===== src/rtl/int_ctrl_if.sv =====
// RIB slave register port bundle for the interrupt controller.
// The master drives the write strobe, address and write data; the slave returns combinational read data.
interface int_ctrl_if;
  logic        we_i;
  logic [31:0] addr_i;
  logic [31:0] data_i;
  logic [31:0] data_o;

  modport master (output we_i, output addr_i, output data_i, input data_o);
  modport slave  (input we_i, input addr_i, input data_i, output data_o);
endinterface


===== src/rtl/int_ctrl.sv =====
// Interrupt controller: edge/level pending latches, per-line enables, claim encoder, registered int_o.
// Macro INT_CTRL_SYNC_EN selects a 2-flop input synchroniser instead of a single register stage.
module int_ctrl #(
  parameter int          NUM_IRQ     = 8,
  parameter logic [7:0]  RST_ENABLE  = 8'h00,
  parameter logic [7:0]  RST_TRIGGER = 8'hFF
) (
  input  logic             clk,
  input  logic             rst,
  int_ctrl_if.slave        bus,
  input  logic [7:0]       irq_i,
  output logic [7:0]       int_o
);

  localparam logic [7:0] IRQ_MASK = 8'((9'd1 << NUM_IRQ) - 9'd1);

  localparam logic [5:0] A_ENABLE  = 6'h00;
  localparam logic [5:0] A_PENDING = 6'h01;
  localparam logic [5:0] A_TRIGGER = 6'h02;
  localparam logic [5:0] A_CLAIM   = 6'h03;
  localparam logic [5:0] A_RAW     = 6'h04;

  logic [7:0] en_q,   en_d;
  logic [7:0] trig_q, trig_d;
  logic [7:0] pend_q, pend_d;
  logic [7:0] irq_d_q;
  logic [7:0] int_q;
  logic [7:0] irq_s;
  logic [7:0] rise;
  logic [7:0] w1c;
  logic [7:0] active;
  logic [2:0] claim_id;
  logic [31:0] rd_data;
  logic [5:0] word;
  logic unused_bits;

  assign word        = bus.addr_i[7:2];
  assign unused_bits = ^{bus.addr_i[31:8], bus.addr_i[1:0], bus.data_i[31:8]};

`ifdef INT_CTRL_SYNC_EN
  logic [7:0] sync1_q, sync2_q;
  always_ff @(posedge clk or negedge rst) begin
    if (!rst) begin
      sync1_q <= '0;
      sync2_q <= '0;
    end else begin
      sync1_q <= irq_i & IRQ_MASK;
      sync2_q <= sync1_q;
    end
  end
  assign irq_s = sync2_q;
`else
  logic [7:0] sync_q;
  always_ff @(posedge clk or negedge rst) begin
    if (!rst) sync_q <= '0;
    else      sync_q <= irq_i & IRQ_MASK;
  end
  assign irq_s = sync_q;
`endif

  assign rise   = irq_s & ~irq_d_q;
  assign active = pend_q & en_q;

  always_comb begin
    en_d   = en_q;
    trig_d = trig_q;
    w1c    = '0;
    if (bus.we_i) begin
      case (word)
        A_ENABLE:  en_d   = bus.data_i[7:0] & IRQ_MASK;
        A_PENDING: w1c    = bus.data_i[7:0] & IRQ_MASK;
        A_TRIGGER: trig_d = bus.data_i[7:0] & IRQ_MASK;
        default:   ;
      endcase
    end
  end

  // A rise in the same cycle as its W1C keeps the bit set; level bits simply follow the line.
  for (genvar gi = 0; gi < 8; gi++) begin : g_pend
    always_comb begin
      if (gi >= NUM_IRQ)
        pend_d[gi] = 1'b0;
      else if (trig_q[gi])
        pend_d[gi] = rise[gi] | (pend_q[gi] & ~w1c[gi]);
      else
        pend_d[gi] = irq_s[gi];
    end
  end

  // Lowest-numbered active line wins, so scan from the top down.
  always_comb begin
    claim_id = 3'd0;
    for (int k = 7; k >= 0; k--) begin
      if (active[k]) claim_id = 3'(k);
    end
  end

  always_comb begin
    rd_data = 32'h0;
    case (word)
      A_ENABLE:  rd_data = {24'h0, en_q};
      A_PENDING: rd_data = {24'h0, pend_q};
      A_TRIGGER: rd_data = {24'h0, trig_q};
      A_CLAIM:   rd_data = (|active) ? {1'b1, 28'h0, claim_id} : 32'h0;
      A_RAW:     rd_data = {24'h0, irq_s};
      default:   rd_data = 32'h0;
    endcase
  end
  assign bus.data_o = rd_data;

  always_ff @(posedge clk or negedge rst) begin
    if (!rst) begin
      en_q    <= RST_ENABLE & IRQ_MASK;
      trig_q  <= RST_TRIGGER & IRQ_MASK;
      pend_q  <= '0;
      irq_d_q <= '0;
      int_q   <= '0;
    end else begin
      en_q    <= en_d;
      trig_q  <= trig_d;
      pend_q  <= pend_d;
      irq_d_q <= irq_s;
      int_q   <= pend_q & en_q;
    end
  end

  assign int_o = int_q;

endmodule


===== src/flat_wrapper.sv =====
// flat-port wrapper written by rule: the top's interface ports become plain ports
module int_ctrl_flat 
#(
  parameter int          NUM_IRQ     = 8,
  parameter logic [7:0]  RST_ENABLE  = 8'h00,
  parameter logic [7:0]  RST_TRIGGER = 8'hFF
)
  (clk, rst, irq_i, int_o, bus_we_i, bus_addr_i, bus_data_i, bus_data_o);
  int_ctrl_if bus_i ();
  input  logic clk;
  input  logic rst;
  input  logic [7:0] irq_i;
  output logic [7:0] int_o;
  input wire logic [$bits(bus_i.we_i)-1:0] bus_we_i;
  input wire logic [$bits(bus_i.addr_i)-1:0] bus_addr_i;
  input wire logic [$bits(bus_i.data_i)-1:0] bus_data_i;
  output wire logic [$bits(bus_i.data_o)-1:0] bus_data_o;
  assign bus_i.we_i = bus_we_i;
  assign bus_i.addr_i = bus_addr_i;
  assign bus_i.data_i = bus_data_i;
  assign bus_data_o = bus_i.data_o;
  int_ctrl #(.NUM_IRQ(NUM_IRQ), .RST_ENABLE(RST_ENABLE), .RST_TRIGGER(RST_TRIGGER)) u_core (.clk(clk), .rst(rst), .bus(bus_i), .irq_i(irq_i), .int_o(int_o));
endmodule

===== config.mk =====
export PLATFORM = sky130hd
export DESIGN_NAME = int_ctrl_flat
export DESIGN_NICKNAME = d
export VERILOG_FILES = /design/src/rtl/int_ctrl_if.sv /design/src/rtl/int_ctrl.sv /design/src/flat_wrapper.sv
export SDC_FILE = /design/constraint.sdc
export NUM_CORES = 1
export LEC_CHECK = 0
export CORE_MARGIN = 3
export CORE_UTILIZATION = 40
export CTS_BUF_LIST = sky130_fd_sc_hd__clkbuf_8
export DETAILED_ROUTE_END_ITERATION = 10
export GPL_TIMING_DRIVEN = 0
export HOLD_SLACK_MARGIN = 0.03
export PLACE_DENSITY = 0.79
export SETUP_SLACK_MARGIN = 0.15
export SKIP_CTS_REPAIR_TIMING = 1
export SLEW_MARGIN = 20
export SYNTH_ARGS = -nofsm -noshare
export SYNTH_HDL_FRONTEND = slang
export SYNTH_SLANG_ARGS = --single-unit

===== constraint.sdc =====
create_clock -name clk -period 2.3 [get_ports clk]
set_clock_uncertainty 0.2 [all_clocks]
set_input_delay 0.46 -clock clk [delete_from_list [all_inputs] [get_ports clk]]
set_output_delay 0.46 -clock clk [all_outputs]
set_load 0.05 [all_outputs]

==> flow_metrics.env <==
export IMPL_grtUsageTotal_pct=15.30
export IMPL_yosysWarningCount=0
export IMPL_diodes=0
export IMPL_ys_flop_type="dfrtp_1"
export IMPL_core_area_um2=5140
export IMPL_globalRouteOverflowTotal=0
export IMPL_leakage_uw=0.001452
export IMPL_netlist_area_leader_share_pct=46.59
export IMPL_cts_tree="built"
export IMPL_dp_hpwl_um=3326
export IMPL_hold_ws_ps=212.3
export IMPL_netlist_area_um2=2148
export IMPL_whs_path_depth=0
export IMPL_ys_ff_latch=48
export IMPL_clock_latency_ps=310
export IMPL_dr_pass1_iters=7
export IMPL_peakVddDrop_mv=0.4798
export IMPL_vias=1614
export IMPL_path_class="input port to output port"
export IMPL_fp_dieH_um=79.29
export IMPL_worst_pin_slew_ps=526.7
export IMPL_post_synth_top_count_cell="dfrtp_1"
export IMPL_worstPathRequired_ps=1640
export IMPL_violations="setup timing"
export IMPL_setup_ws_ps=-331.5
export IMPL_clock_sinks=48
export IMPL_gp_congestion=0.8193
export IMPL_die_area_um2=6286
export IMPL_rsz0062_at_grt="true"
export IMPL_fillers=447
export IMPL_antenna_found_initial=0
export IMPL_cts_root_buf="clkbuf_8"
export IMPL_endpoint_kind="output port"
export IMPL_post_drt_wl_per_cell_um=14.23
export IMPL_hold_viol_final=0
export IMPL_numCtsBuffers=5
export IMPL_worstHoldPathType="register to register"
export IMPL_ys_seq_area_share_pct=56.38
export IMPL_synth_commonest_cells="dfrtp_1, nand2_1, buf_4"
export IMPL_clock_path_buffers=2
export IMPL_yosysTopAreaCell="dfrtp_1"
export IMPL_grt_pass1_vias=1585
export IMPL_fin_nets=337
export IMPL_layout_drive_gt1_share_pct=38.40
export IMPL_port_buffers=41
export IMPL_area_delta_synth_final_pct=41.99
export IMPL_htree_levels=2
export IMPL_clk_pin_slew_ps=90
export IMPL_critical_path_max_fanout=8
export IMPL_synth_edf_count=0
export IMPL_place_area_um2=2785
export IMPL_drtIter0Drc=135
export IMPL_maxSlewViolCount=0
export IMPL_finalInstanceArea_um2=3050
export IMPL_setup_viol_count_final=9
export IMPL_ant_nets=0
export IMPL_drc=0
export IMPL_start_kind="input port"
export IMPL_status="finished, violations left"
export IMPL_fmax_mhz=380.0
export IMPL_power_density_nw_per_um2=664.2
export IMPL_fin_crit_sh_pct=114.4
export IMPL_ff2ff_path_depth=2
export IMPL_maxSlewHeadroom_pct=64.89
export IMPL_yosysUniqueCellTypes=35
export IMPL_via_per_inst=4.847
export IMPL_start_util_pct=41.80
export IMPL_die_w_um=79.29
export IMPL_drv_cap=0
export IMPL_num_rows=26
export IMPL_synthCells=182
export IMPL_yosys_top_cells_area="dfrtp_1, dfstp_2, mux2_2"
export IMPL_grt_pass1_wl_um=7403
export IMPL_reg2reg_slack_ps=1160
export IMPL_avgSynthCellArea_um2=11.80
export IMPL_pin_count=115
export IMPL_crit_arrival_ps=1970
export IMPL_async_reset_ff_share_pct=100.0
export IMPL_routed_wl_um=4739
export IMPL_grt_max_degree=27
export IMPL_fin_crit_ps=2631
==> metal layers <==
metal,global-route usage (%),part of all wire [%],routed length [um],vias up
met3,3.968,7.7,365,15
met5,0,0,0,-
met2,25.84,49,2343,70
met4,6.357,2.3,109,0
li1,-,-,-,771
met1,18.52,41,1920,758
==> sequential cells by signal (all words and copies together), names as in the netlist <==
signal and cells:
u_core.pend_q 8, u_core.irq_s 8, u_core.en_q 8, u_core.int_o 8, u_core.irq_d_q 8, u_core.trig_q 8
==> power by group <==
| group | internal [uW] | leakage, uW | total [uW] | switching (uW) |
|---|---|---|---|---|
| clock | 322 | 0.0000541 | 608 | 286 |
| combinational | 170 | 0.000820 | 414 | 244 |
| sequential | 939 | 0.000578 | 1000 | 65.2 |
| total | 1430 | 0.00145 | 2030 | 596 |
==> layout make-up <==
type / instances / area (um^2) / area share (%)
plain buffers: 27 / 196.4 / 6.440
clock buffers: 5 / 68.82 / 2.256
clock inverters: 3 / 42.54 / 1.395
inverters: 6 / 22.52 / 0.7383
multi-input cells: 123 / 885.9 / 29.04
flip-flops and latches: 48 / 1211 / 39.70
well taps: 70 / 87.58 / 2.871
repair buffers: 51 / 535.5 / 17.56
==> layout by cell type (no fill, tap or decap), drive strengths merged, types with 2 or more instances in the layout <==
master / Yosys / final
conb: 1 / 23
dfrtp: 40 / 40
dfstp: 8 / 8
and3: 3 / 3
buf: 24 / 46
nand2: 35 / 35
o21ai: 2 / 2
nor3: 4 / 4
and2: 4 / 4
nor2: 3 / 3
clkbuf: 3 / 10
and4b: 2 / 2
nor4: 2 / 2
a222oi: 7 / 7
nand3: 2 / 2
a32o: 8 / 8
mux2: 16 / 16
clkdlybuf4s50: 0 / 25
inv: 6 / 6
==> final timing paths <==
path | startpoint | end
worst min register to register | u_core.irq_s[0] | u_core.irq_d_q[0]
worst max register to register | u_core.trig_q[6] | u_core.pend_q[6]
worst max-delay path | bus_addr_i[4] | bus_data_o[1]
max in group asynchronous | rst | u_core.trig_q[1]
min in group asynchronous | rst | u_core.pend_q[6]
worst min-delay path | u_core.irq_s[0] | u_core.irq_d_q[0]
==> stage by stage <==
stage          instances  TNS, ps  utilization, %  setup WS (ps)  total power (uW)
2_1_floorplan        204    -1015               -         -148.2              1269
3_3_place_gp         315   -50480           53.89          -1413              1390
3_5_place_dp         316   -22980           54.19          -1434              1405
4_1_cts              324   -15260           56.35          -1449              2014
5_1_grt              333    -2670           59.35         -378.4              2108
6_report             333    -2265           59.35         -331.5              2026
==> worst max-delay path, stage by stage <==
cell      delay (ps)
buf_8             90
or4_4            520
buf_6            150
nor3_4           210
buf_12           150
a222oi_1         100
nand3_2          130
buf_8            150
==> kinds of logic after synthesis <==
kind of cell,synth area share (%)
simple gates,14.56
compound gates,10.66
buf+inv,9.843
other cells,0.1746
flops,56.38
mux,8.387
Power figures use the tool's default switching activity.
